===== config.mk =====
export PLATFORM = sky130hd
export DESIGN_NAME = uart_prog_loader
export DESIGN_NICKNAME = d
export VERILOG_FILES = /design/src/rtl/uart_prog_loader.sv
export SDC_FILE = /design/constraint.sdc
export NUM_CORES = 1
export LEC_CHECK = 0
export ABC_AREA = 1
export ABC_CLOCK_PERIOD_IN_PS = 1440
export BUFFER_PORTS_ARGS = -buffer_cell sky130_fd_sc_hd__buf_4
export CAP_MARGIN = 10
export CELL_PAD_IN_SITES_DETAIL_PLACEMENT = 1
export CELL_PAD_IN_SITES_GLOBAL_PLACEMENT = 1
export CORE_MARGIN = 5
export CORE_UTILIZATION = 36
export DETAILED_ROUTE_END_ITERATION = 10
export PLACE_DENSITY_LB_ADDON = 0.1
export REMOVE_ABC_BUFFERS = 1
export SLEW_MARGIN = 5
export SYNTH_ARGS = -nofsm -noshare
export SYNTH_HDL_FRONTEND = slang
export SYNTH_SLANG_ARGS = --single-unit

===== constraint.sdc =====
create_clock -name i_Clock -period 1.44 [get_ports i_Clock]
set_input_delay 0 -clock i_Clock [delete_from_list [all_inputs] [get_ports i_Clock]]
set_output_delay 0 -clock i_Clock [all_outputs]
set_load 0.005 [all_outputs]

===== src/rtl/uart_prog_loader.sv =====
// UART boot loader: packs received bytes into little-endian 32-bit words and writes them over a
// req/gnt memory port until the end-marker word. Optional checksum byte: UART_LOADER_CHKSUM_EN.
module uart_prog_loader #(
    parameter int unsigned       ADDR_W    = 32,
    parameter logic [ADDR_W-1:0] BASE_ADDR = {ADDR_W{1'b0}},
    parameter int unsigned       MAX_WORDS = 4096,
    parameter logic [31:0]       END_WORD  = 32'h0000_0FFF
) (
    input  logic              i_Clock,
    input  logic              rst_i,
    input  logic              en_i,
    input  logic              i_Rx_DV,
    input  logic [7:0]        i_Rx_Byte,
    output logic              mem_req_o,
    output logic              mem_we_o,
    output logic [3:0]        mem_be_o,
    output logic [ADDR_W-1:0] mem_addr_o,
    output logic [31:0]       mem_wdata_o,
    input  logic              mem_gnt_i,
    output logic              busy_o,
    output logic              done_o,
    output logic [15:0]       words_o,
    output logic              err_overrun_o,
    output logic              err_full_o,
    output logic              err_chksum_o
);

`ifdef UART_LOADER_CHKSUM_EN
    typedef enum logic [2:0] {
        ST_IDLE    = 3'd0,
        ST_COLLECT = 3'd1,
        ST_WRITE   = 3'd2,
        ST_CHKSUM  = 3'd3,
        ST_DONE    = 3'd4
    } state_t;
    localparam state_t END_ST = ST_CHKSUM;

    function automatic logic [7:0] byte_sum(input logic [31:0] w);
        byte_sum = w[7:0] + w[15:8] + w[23:16] + w[31:24];
    endfunction

    logic [7:0] chk_r;
`else
    typedef enum logic [2:0] {
        ST_IDLE    = 3'd0,
        ST_COLLECT = 3'd1,
        ST_WRITE   = 3'd2,
        ST_DONE    = 3'd4
    } state_t;
    localparam state_t END_ST = ST_DONE;
`endif

    state_t      state_r, state_n;
    logic [1:0]  byte_cnt_r;
    logic [23:0] word_r;
    logic        pend_end_r;
    logic        pend_idle_r;
    logic        assembling_s;
    logic        word_ev_s;
    logic        gnt_s;
    logic        is_end_s;
    logic        full_s;
    logic        busy_n_s;
    logic [31:0] assembled_s;

    // Next-state decode and per-cycle strobes
    always_comb begin
        state_n      = state_r;
        assembling_s = 1'b0;
        word_ev_s    = 1'b0;
        gnt_s        = 1'b0;
        assembled_s  = {i_Rx_Byte, word_r};
        is_end_s     = (assembled_s == END_WORD);
        full_s       = (words_o == 16'(MAX_WORDS));
        case (state_r)
            ST_IDLE: begin
                if (en_i) state_n = ST_COLLECT;
                else      state_n = ST_IDLE;
            end
            ST_COLLECT: begin
                assembling_s = en_i;
                word_ev_s    = en_i && i_Rx_DV && (byte_cnt_r == 2'd3);
                if (!en_i)                      state_n = ST_IDLE;
                else if (word_ev_s && is_end_s) state_n = END_ST;
                else if (word_ev_s && !full_s)  state_n = ST_WRITE;
                else                            state_n = ST_COLLECT;
            end
            ST_WRITE: begin
                // Bytes keep assembling during a write; only the terminal marker is deferred.
                assembling_s = !pend_end_r;
                word_ev_s    = !pend_end_r && i_Rx_DV && (byte_cnt_r == 2'd3);
                gnt_s        = mem_req_o && mem_gnt_i;
                if (!gnt_s)                                     state_n = ST_WRITE;
                else if (pend_idle_r || !en_i)                  state_n = ST_IDLE;
                else if (pend_end_r || (word_ev_s && is_end_s)) state_n = END_ST;
                else                                            state_n = ST_COLLECT;
            end
`ifdef UART_LOADER_CHKSUM_EN
            ST_CHKSUM: begin
                if (!en_i)        state_n = ST_IDLE;
                else if (i_Rx_DV) state_n = ST_DONE;
                else              state_n = ST_CHKSUM;
            end
`endif
            ST_DONE: begin
                if (!en_i) state_n = ST_IDLE;
                else       state_n = ST_DONE;
            end
            default: state_n = ST_IDLE;
        endcase
    end

    // Busy flag of the upcoming state
    always_comb begin
        busy_n_s = (state_n == ST_COLLECT) || (state_n == ST_WRITE);
`ifdef UART_LOADER_CHKSUM_EN
        if (state_n == ST_CHKSUM) busy_n_s = 1'b1;
        else                      busy_n_s = busy_n_s;
`endif
    end

    // State register
    always_ff @(posedge i_Clock) begin
        if (rst_i) state_r <= ST_IDLE;
        else       state_r <= state_n;
    end

    // Datapath, memory handshake outputs and sticky status
    always_ff @(posedge i_Clock) begin
        if (rst_i) begin
            mem_req_o     <= 1'b0;
            mem_we_o      <= 1'b0;
            mem_be_o      <= 4'h0;
            mem_addr_o    <= BASE_ADDR;
            mem_wdata_o   <= 32'h0000_0000;
            busy_o        <= 1'b0;
            done_o        <= 1'b0;
            words_o       <= 16'd0;
            err_overrun_o <= 1'b0;
            err_full_o    <= 1'b0;
            err_chksum_o  <= 1'b0;
            byte_cnt_r    <= 2'd0;
            word_r        <= 24'd0;
            pend_end_r    <= 1'b0;
            pend_idle_r   <= 1'b0;
`ifdef UART_LOADER_CHKSUM_EN
            chk_r         <= 8'd0;
`endif
        end else begin
            mem_req_o <= (state_n == ST_WRITE);
            mem_we_o  <= (state_n == ST_WRITE);
            mem_be_o  <= (state_n == ST_WRITE) ? 4'hF : 4'h0;
            busy_o    <= busy_n_s;
            done_o    <= (state_n == ST_DONE);
            if (state_n == ST_IDLE) begin
                mem_addr_o    <= BASE_ADDR;
                words_o       <= 16'd0;
                err_overrun_o <= 1'b0;
                err_full_o    <= 1'b0;
                err_chksum_o  <= 1'b0;
                byte_cnt_r    <= 2'd0;
                word_r        <= 24'd0;
                pend_end_r    <= 1'b0;
                pend_idle_r   <= 1'b0;
`ifdef UART_LOADER_CHKSUM_EN
                chk_r         <= 8'd0;
`endif
            end else begin
                if (assembling_s && i_Rx_DV) begin
                    byte_cnt_r <= byte_cnt_r + 2'd1;
                    case (byte_cnt_r)
                        2'd0:    word_r[7:0]   <= i_Rx_Byte;
                        2'd1:    word_r[15:8]  <= i_Rx_Byte;
                        2'd2:    word_r[23:16] <= i_Rx_Byte;
                        default: word_r        <= word_r;
                    endcase
                end
                if (word_ev_s && !is_end_s) begin
                    if (state_r == ST_WRITE) err_overrun_o <= 1'b1;
                    else if (full_s)         err_full_o    <= 1'b1;
                    else                     mem_wdata_o   <= assembled_s;
`ifdef UART_LOADER_CHKSUM_EN
                    chk_r <= chk_r + byte_sum(assembled_s);
`endif
                end
                if (word_ev_s && is_end_s && (state_r == ST_WRITE)) pend_end_r <= 1'b1;
                if ((state_r == ST_WRITE) && !en_i) pend_idle_r <= 1'b1;
                if (gnt_s) begin
                    mem_addr_o <= mem_addr_o + ADDR_W'(4);
                    words_o    <= words_o + 16'd1;
                end
                // Pending flags only live for the duration of one write.
                if (state_n != ST_WRITE) begin
                    pend_end_r  <= 1'b0;
                    pend_idle_r <= 1'b0;
                end
`ifdef UART_LOADER_CHKSUM_EN
                if ((state_r == ST_CHKSUM) && i_Rx_DV && (i_Rx_Byte != chk_r)) err_chksum_o <= 1'b1;
`endif
            end
        end
    end

endmodule


==> results of run 1 <==
[logic make-up (layout without fill, tap and decap cells)]
family | Yosys count | after routing | share of synthesized area
fa+ha+maj | 7 | 7 | 0.0161
buf+inv | 191 | 478 | 0.150
xor+xnor | 43 | 43 | 0.0692
simple gates | 320 | 320 | 0.251
compound gates | 100 | 100 | 0.0934
other cells | 1 | 3 | 0.000689
flops | 114 | 114 | 0.420
[sequential cells by signal, summed over array words and instances (netlist names)]
name,cells
words_o,16
done_o,1
state_r,3
mem_be_o,1
mem_addr_o,30
word_r,24
byte_cnt_r,2
err_full_o,1
pend_idle_r,1
pend_end_r,1
err_overrun_o,1
mem_wdata_o,32
busy_o,1
[tightest hold or removal path: stages]
cell and delay (ns):
buf_4 0.08, inv_1 0.09, o21ai_1 0.16, nand2_1 0.06
inv_1 0.05
[stage by stage]
| step | hold slack (ns) | power [mW] |
|---|---|---|
| 4_1_cts | 0.000582 | 7.75 |
| 6_report | 0.0391 | 7.78 |
| 3_5_place_dp | 0.309 | 3.47 |
| 5_1_grt | 0.0841 | 7.99 |
| 3_3_place_gp | 0.297 | 3.46 |
| 2_1_floorplan | 0.193 | 3.33 |
[power breakdown]
part | leakage (nW) | internal (mW) | switching (mW) | total [mW]
logic | 3.53 | 0.214 | 0.243 | 0.457
clock network | 0.285 | 2.68 | 1.47 | 4.16
registers | 0.928 | 3.16 | 0.00400 | 3.17
total | 4.75 | 6.06 | 1.72 | 7.78
[routing by layer]
metal / global-route usage / up-vias
li1: - / 2893
met1: 0.252 / 2971
met2: 0.475 / 124
met3: 0.0487 / 58
met4: 0.0970 / 0
met5: 0 / -
[cell usage after synthesis (all sizes together), types with 2 or more instances]
cell type and n:
xnor2 18, nand3 14, nand4 16, clkbuf 9, nor4 2, o21ai 62, buf 21, nand2 208
nor3 11, a21oi 35, dfxtp 114, nand3b 2, ha 7, xor2 25, nor2 67, inv 160
[what timing repair did]
action | 4_1_cts | 5_1_grt
setup endpoints to repair | 114 | 114
pin swaps | 33 | 17
cloned | 11 | 4
hold endpoints to repair | 8 | 0
hold buffers | 8 | 0
gates resized for setup | 189 | 50
buffers inserted | 27 | 2
[how the worst max path moves through the flow]
stage	endpoint	startpoint	slack [ns]	cells after the start
6_report	word_r[12]$_SDFFE_PP0P_	byte_cnt_r[0]$_SDFFE_PP0P_	-0.50	13
4_1_cts	byte_cnt_r[1]$_SDFFE_PP0P_	word_r[14]$_SDFFE_PP0P_	-0.36	14
2_1_floorplan	byte_cnt_r[0]$_SDFFE_PP0P_	words_o[0]$_SDFFE_PP0P_	-1.95	11
3_5_place_dp	mem_addr_o[11]$_SDFFE_PP0P_	word_r[0]$_SDFFE_PP0P_	-0.47	12
5_1_grt	word_r[12]$_SDFFE_PP0P_	byte_cnt_r[1]$_SDFFE_PP0P_	-0.61	13
3_3_place_gp	word_r[5]$_SDFFE_PP0P_	word_r[0]$_SDFFE_PP0P_	-0.36	12
[layout make-up]
class,instances,area share
clock inverters,6,0.00871
well taps,188,0.0256
flip-flops and latches,114,0.251
inverters,161,0.0659
multi-input cells,473,0.308
clock buffers,23,0.0531
repair buffers,288,0.288
[layout by cell type, fill, tap and decap left out, types with 2 or more instances in the layout]
cell / count
a21oi_1: 11
a21oi_2: 24
buf_12: 11
buf_16: 11
buf_4: 243
buf_6: 10
buf_8: 2
bufinv_16: 2
clkbuf_1: 2
clkbuf_16: 20
clkbuf_8: 4
clkinv_2: 5
conb_1: 3
dfxtp_1: 94
dfxtp_2: 20
dlygate4sd3_1: 8
ha_1: 6
inv_1: 115
inv_2: 45
nand2_1: 160
nand2_2: 37
nand2_4: 11
nand3_1: 10
nand3_2: 2
nand3_4: 2
nand3b_1: 2
nand4_1: 16
nor2_1: 46
nor2_2: 12
nor2_4: 9
nor3_1: 8
nor3_4: 2
o21ai_0: 21
o21ai_1: 10
o21ai_2: 31
xnor2_1: 18
xor2_1: 25
==> results.md, run 1 <==
- Highest routing layer actually used: met4
- Setup violations, final: approximately 110
- Register cell area after layout: around 2300 um^2
- Hold Startpoint: i_Rx_Byte[3]
- Pre-CTS WS: -0.470 ns
- Setup_tns: -45.61 ns
- Die W: ~130 um
- Root Driver: clkbuf_16
- Worst-path clk slew: about 0.05 ns
- CP endpoint kind: flop
- Warnings, synthesis: 0
- WL met2: 12200 um
- Max incr delay on CP: approximately 0.32 ns
- FMAX: 515 MHz
- CP startpoint kind: flop
- CTS tree: built
- Post-synth EDFFs: 0
- Core Footprint: ~15000 um^2
- Initial antenna violation count: 0
- DRC: 0
- 1st-iter DRT viols: 304
- Fill cells: 1823
- Routability Congestion: 0.821
- Non-Filler Instances: around 1300
- R2R Path Start: byte_cnt_r[0]$_SDFFE_PP0P_
- Clock Latency Late Sink: approximately 0.42 ns
- Static Leakage: between 4 and 5 nW
- Number of diodes: 0
- Final Hold Viols: 0
- Post-route ant nets: 0
- Critical path data arrival time: 2.25 ns
- Slew @ Worst Pin: ~0.52 ns
- CP Data Required Time: between 1.5 and 2 ns
- CTS Buf Count: 17
- Gr usage total: 0.244
- CTS Sinks: roughly 110
- Hold EP: word_r[19]$_SDFFE_PP0P_
- Min-Delay Path Class: in -> reg
- P per Cell Area: about 850 nW/um^2
- DR pass1 iterations: 4
- Area Overhead vs Synth: 69.0%
- Max-Cap Viols: 0
- Initial Utilization: 0.362
- Seq cells post-synth: around 110
- Design area: approximately 9200 um^2
- Total grt overflow: 0
- Avg Inst Size Synth: roughly 7.0 um^2
- Routed length on met3: ~670 um
- Fin crit period: approximately 1.9 ns
- Area of the multi-input gates: about 2800 um^2
- Crit Path Max Fanout: 9
- Setup Skew: approximately 0.0091 ns
- Share of cells above drive strength 1: 0.475
- Crit-path cells: ha_1 > nand2_1 > inv_1 > nand3_2 > nor2_2 > nor2_1 > nand2_1 > nand2_2 > nand3_4 > buf_8 > buf_12 > nand2_1 > inv_1
- DP Area: between 7000 and 8000 um^2
- Drt wl/cell: between 15 and 20 um
- Vias in the first global route: 6772
- Hold Path Stages: 5
- Status: finished, violations left
- Netlist cell types: 33
- I/O pins: about 100
- Final worst-path cycle share: 1.35
- Slew Limit Fails: 0
- Clock tree buffer depth: 2
- Cells after Synth: just under 800
- Pin count of the biggest net entering global routing: 33
- Die Y: roughly 130 um
- DR vias/cell: 4.83
- Ys flop type: dfxtp_1
- DRT met1 WL: 8770 um
- Post-placement cell count: about 1200
- First-pass GRT wire length: roughly 34000 um
- Setup WS post-layout: -0.501 ns
- Buf/Inv on CP: 4
- Most used cell, CP: nand2_1
- Failing checks: setup timing
- Number of port buffers: 100
- Final core utilization: 0.611
- Peak VDD IR: 0.746 mV
- Synth top area share: 0.420
- Worst R2R Setup Slack: -0.50 ns
- Nets: 1075
- Synth area leader: dfxtp_1
- Path depth of the worst reg2reg path: 13
- CP delay by family, top: simple AND/OR/NAND/NOR gates
- Asr flop ratio synth: 0
- Vias: 6046
- WL final: ~22000 um
- Max stage delay cell, worst path: dfxtp_1
- FF-to-FF End: word_r[12]$_SDFFE_PP0P_
- Sequential cell area fraction in the yosys report: 0.420
- Die ar.: between 15000 and 20000 um^2
- RSZ-0062 raised after global routing: yes
- Relative slew margins: 0.651
- Cell area after synthesis: 5440 um^2
- # rows: 45
- H-tree levels: 4
- Main area contributors after synthesis: dfxtp_1 42%, nand2_1 13%, inv_1 9.0%
- Category of the critical setup timing path: reg -> reg
- Post-DP HPWL: 12200 um
Power figures use the tool's default switching activity.
==> inputs of run 2 (changes only) <==
--- a/config.mk
+++ b/config.mk
@@ -12,7 +12,8 @@
 export CELL_PAD_IN_SITES_DETAIL_PLACEMENT = 1
 export CELL_PAD_IN_SITES_GLOBAL_PLACEMENT = 1
 export CORE_MARGIN = 5
-export CORE_UTILIZATION = 36
+export CORE_UTILIZATION = 37
+export CTS_BUF_LIST = sky130_fd_sc_hd__clkbuf_2
 export DETAILED_ROUTE_END_ITERATION = 10
 export PLACE_DENSITY_LB_ADDON = 0.1
 export REMOVE_ABC_BUFFERS = 1
==> results.md, run 2 (synthesis results as in run 1) <==
- Status: finished, violations left
- Failing checks: setup timing
- Biggest register: mem_wdata_o
- Fin crit period: 2.00 ns (+0.0622 ns)
- Commonest non-fill, non-tap cell in the layout: buf_4
- Clock network fraction of design power: 0.414 (-0.120)
- Pin count of the biggest net entering global routing: 33 (unchanged)
- Total power: 6.39 mW (-18%)
- Combinational power share: 0.091 (+0.032)
- DRC: 0 (unchanged)
- Die ar.: 17200 um^2 (-2.5%)
- DR vias/cell: 4.95 (+2.6%)
- Die W: 131 um (-1.3%)
- Number of port buffers: 100 (unchanged)
- I/O pins: 104 (unchanged)
- Internal: 4.71 mW (-22%)
- Most frequent cells in the layout: 239 x buf_4, 110 x nand2_1, 86 x inv_2, 73 x inv_1, 66 x dfxtp_1
- Core Footprint: 14500 um^2 (-3.7%)
- Vias in the first global route: 6610 (-2.4%)
- Post-route ant nets: 0 (unchanged)
- Setup Skew: 0.0377 ns (+0.0286 ns)
- Static Leakage: 5.30 nW (+12%)
- CP startpoint kind: flop
- 1st-iter DRT viols: 298 (-2.0%)
- Largest registers: mem_wdata_o x32, mem_addr_o x30, word_r x24
- Clock tree buffer depth: 2 (unchanged)
- Fill cells: 1672 (-8.3%)
- Peak VDD IR: 0.504 mV (-32%)
- Total grt overflow: 0 (unchanged)
- P per Cell Area: 664 nW/um^2 (-22%)
- Max-Cap Viols: 0 (unchanged)
- Initial antenna violation count: 1 (+1)
- CTS Sinks: 114 (unchanged)
- Nets: 1083 (+0.74%)
- First-pass GRT wire length: 32600 um (-4.7%)
- H-tree levels: 4 (unchanged)
- Final worst-path cycle share: 1.39 (+0.0432)
- Setup violations, final: 115 (+0.88%)
- Die Y: 131 um (-1.3%)
- CTS tree: built
- Min-Delay Path Class: in -> reg
- Share of cells above drive strength 1: 0.602 (+0.127)
- Post-DP HPWL: 12300 um (+0.40%)
- Critical path data arrival time: 2.67 ns (+0.42 ns)
- Sw Ratio: 0.264 (+0.0430)
- Register cell area after layout: 2340 um^2 (+1.5%)
- Max stage delay cell, worst path: dfxtp_2
- Setup WS post-layout: -0.563 ns (-0.0622 ns)
- # rows: 44 (-2.2%)
- WL final: 25000 um (+12%)
- RSZ-0062 raised after global routing: yes
- Slew Limit Fails: 0 (unchanged)
- Slew @ Worst Pin: 0.591 ns (+0.0665 ns)
- DR pass1 iterations: 4 (unchanged)
- CTS Buf Count: 17 (unchanged)
- Category of the critical setup timing path: reg -> reg
- Vias: 6241 (+3.2%)
- Drt wl/cell: 19.8 um (+11%)
- Area Overhead vs Synth: 77.1%
- Crit Path Max Fanout: 7 (-2)
- Final Hold Viols: 0 (unchanged)
- Largest register FFs: 32 (unchanged)
- CP endpoint kind: flop
- Root Driver: clkbuf_2
- Relative slew margins: 0.606 (-0.0443)
- Gr usage total: 0.229 (-0.0149)
- Crit-path cells: inv_2 > nand2_4 > nor2_4 > nand2_2 > nor2_4 > nand3_4 > nor2_2 > nor2_1 > nand2_1 > nand2_2 > nand3_4 > buf_12 > clkbuf_16 > nand2_4 > inv_2
- Net switching power: 1.69 mW (-1.9%)
- CP Data Required Time: 2.10 ns (+0.35 ns)
- Setup_tns: -56.45 ns (-10.85 ns)
- Routability Congestion: 0.818 (-0.37%)
- FMAX: 499 MHz (-3.1%)
- Sequential group share of total power: 0.496 (+0.089)
- Worst-path clk slew: 0.21 ns (+0.16 ns)
- Final core utilization: 0.665 (+0.0539)
- Clock Latency Late Sink: 0.73 ns (+0.31 ns)
- Max incr delay on CP: 0.38 ns (+0.06 ns)
- Initial Utilization: 0.376 (+0.0139)
- Area of the multi-input gates: 3390 um^2 (+20%)
==> run 2: repair_timing <==
item / 4_1_cts / 5_1_grt
hold buffers: 12 / 0
hold endpoints to repair: 61 / 0
endpoints found under the setup margin: 115 / 136
setup buffers: 19 / 15
pin swaps: 34 / 41
cloned: 11 / 6
resized for setup: 221 / 240
==> run 2: cell type report <==
type                            instances  area share
Multi-Input combinational cell        473       0.352
Timing Repair Buffer                  296       0.289
Sequential cell                       114       0.243
Inverter                              161      0.0631
Tap cell                              184      0.0239
Clock inverter                         14      0.0200
Clock buffer                           18     0.00935
Antenna cell                            1    0.000260
==> run 2: critical path, delay by kind of cell, from the launching register on <==
kind                   cells  cell delay, ns
flip-flops                 1            0.38
buffers and inverters      4            0.45
AND/OR/NAND/NOR           11            1.08
==> run 2: routing by layer <==
metal | part of all wire | GRT usage
met5 | 0 | 0
met4 | 0.036 | 0.0733
met3 | 0.038 | 0.0474
met2 | 0.55 | 0.441
met1 | 0.38 | 0.246
==> run 2: worst paths after layout <==
| kind | depth (start not counted) | slack, ns | endpoint | startpoint |
|---|---|---|---|---|
| worst max-delay path | 15 | -0.56 | mem_addr_o[21]$_SDFFE_PP0P_ | word_r[18]$_SDFFE_PP0P_ |
| worst min-delay path | 4 | 0.13 | mem_wdata_o[28]$_SDFFE_PP0P_ | i_Rx_Byte[4] |
| worst max register to register | 15 | -0.56 | mem_addr_o[21]$_SDFFE_PP0P_ | word_r[18]$_SDFFE_PP0P_ |
| worst min register to register | 2 | 0.47 | mem_wdata_o[17]$_SDFFE_PP0P_ | mem_wdata_o[17]$_SDFFE_PP0P_ |
==> run 2: through the flow <==
stage                     std cells  hold WS [ns]  cell area [um^2]  setup slack (ns)
final                          1261         0.126              9630            -0.563
after global routing           1261        0.0981              9630            -0.622
after CTS                      1243        0.0870              8730            -0.369
after detailed placement       1171         0.311              7330            -0.465
after global placement         1171         0.294              7330            -0.416
after floorplan                 748         0.193              5240             -1.95
==> run 2: power groups by stage <==
stage	Clock [mW]	Sequential, mW	Combinational [mW]
floorplan	0	3.23	0.102
global placement	0	3.23	0.236
detailed placement	0	3.23	0.243
CTS	2.62	3.17	0.441
global route	2.85	3.17	0.599
finish	2.64	3.17	0.580
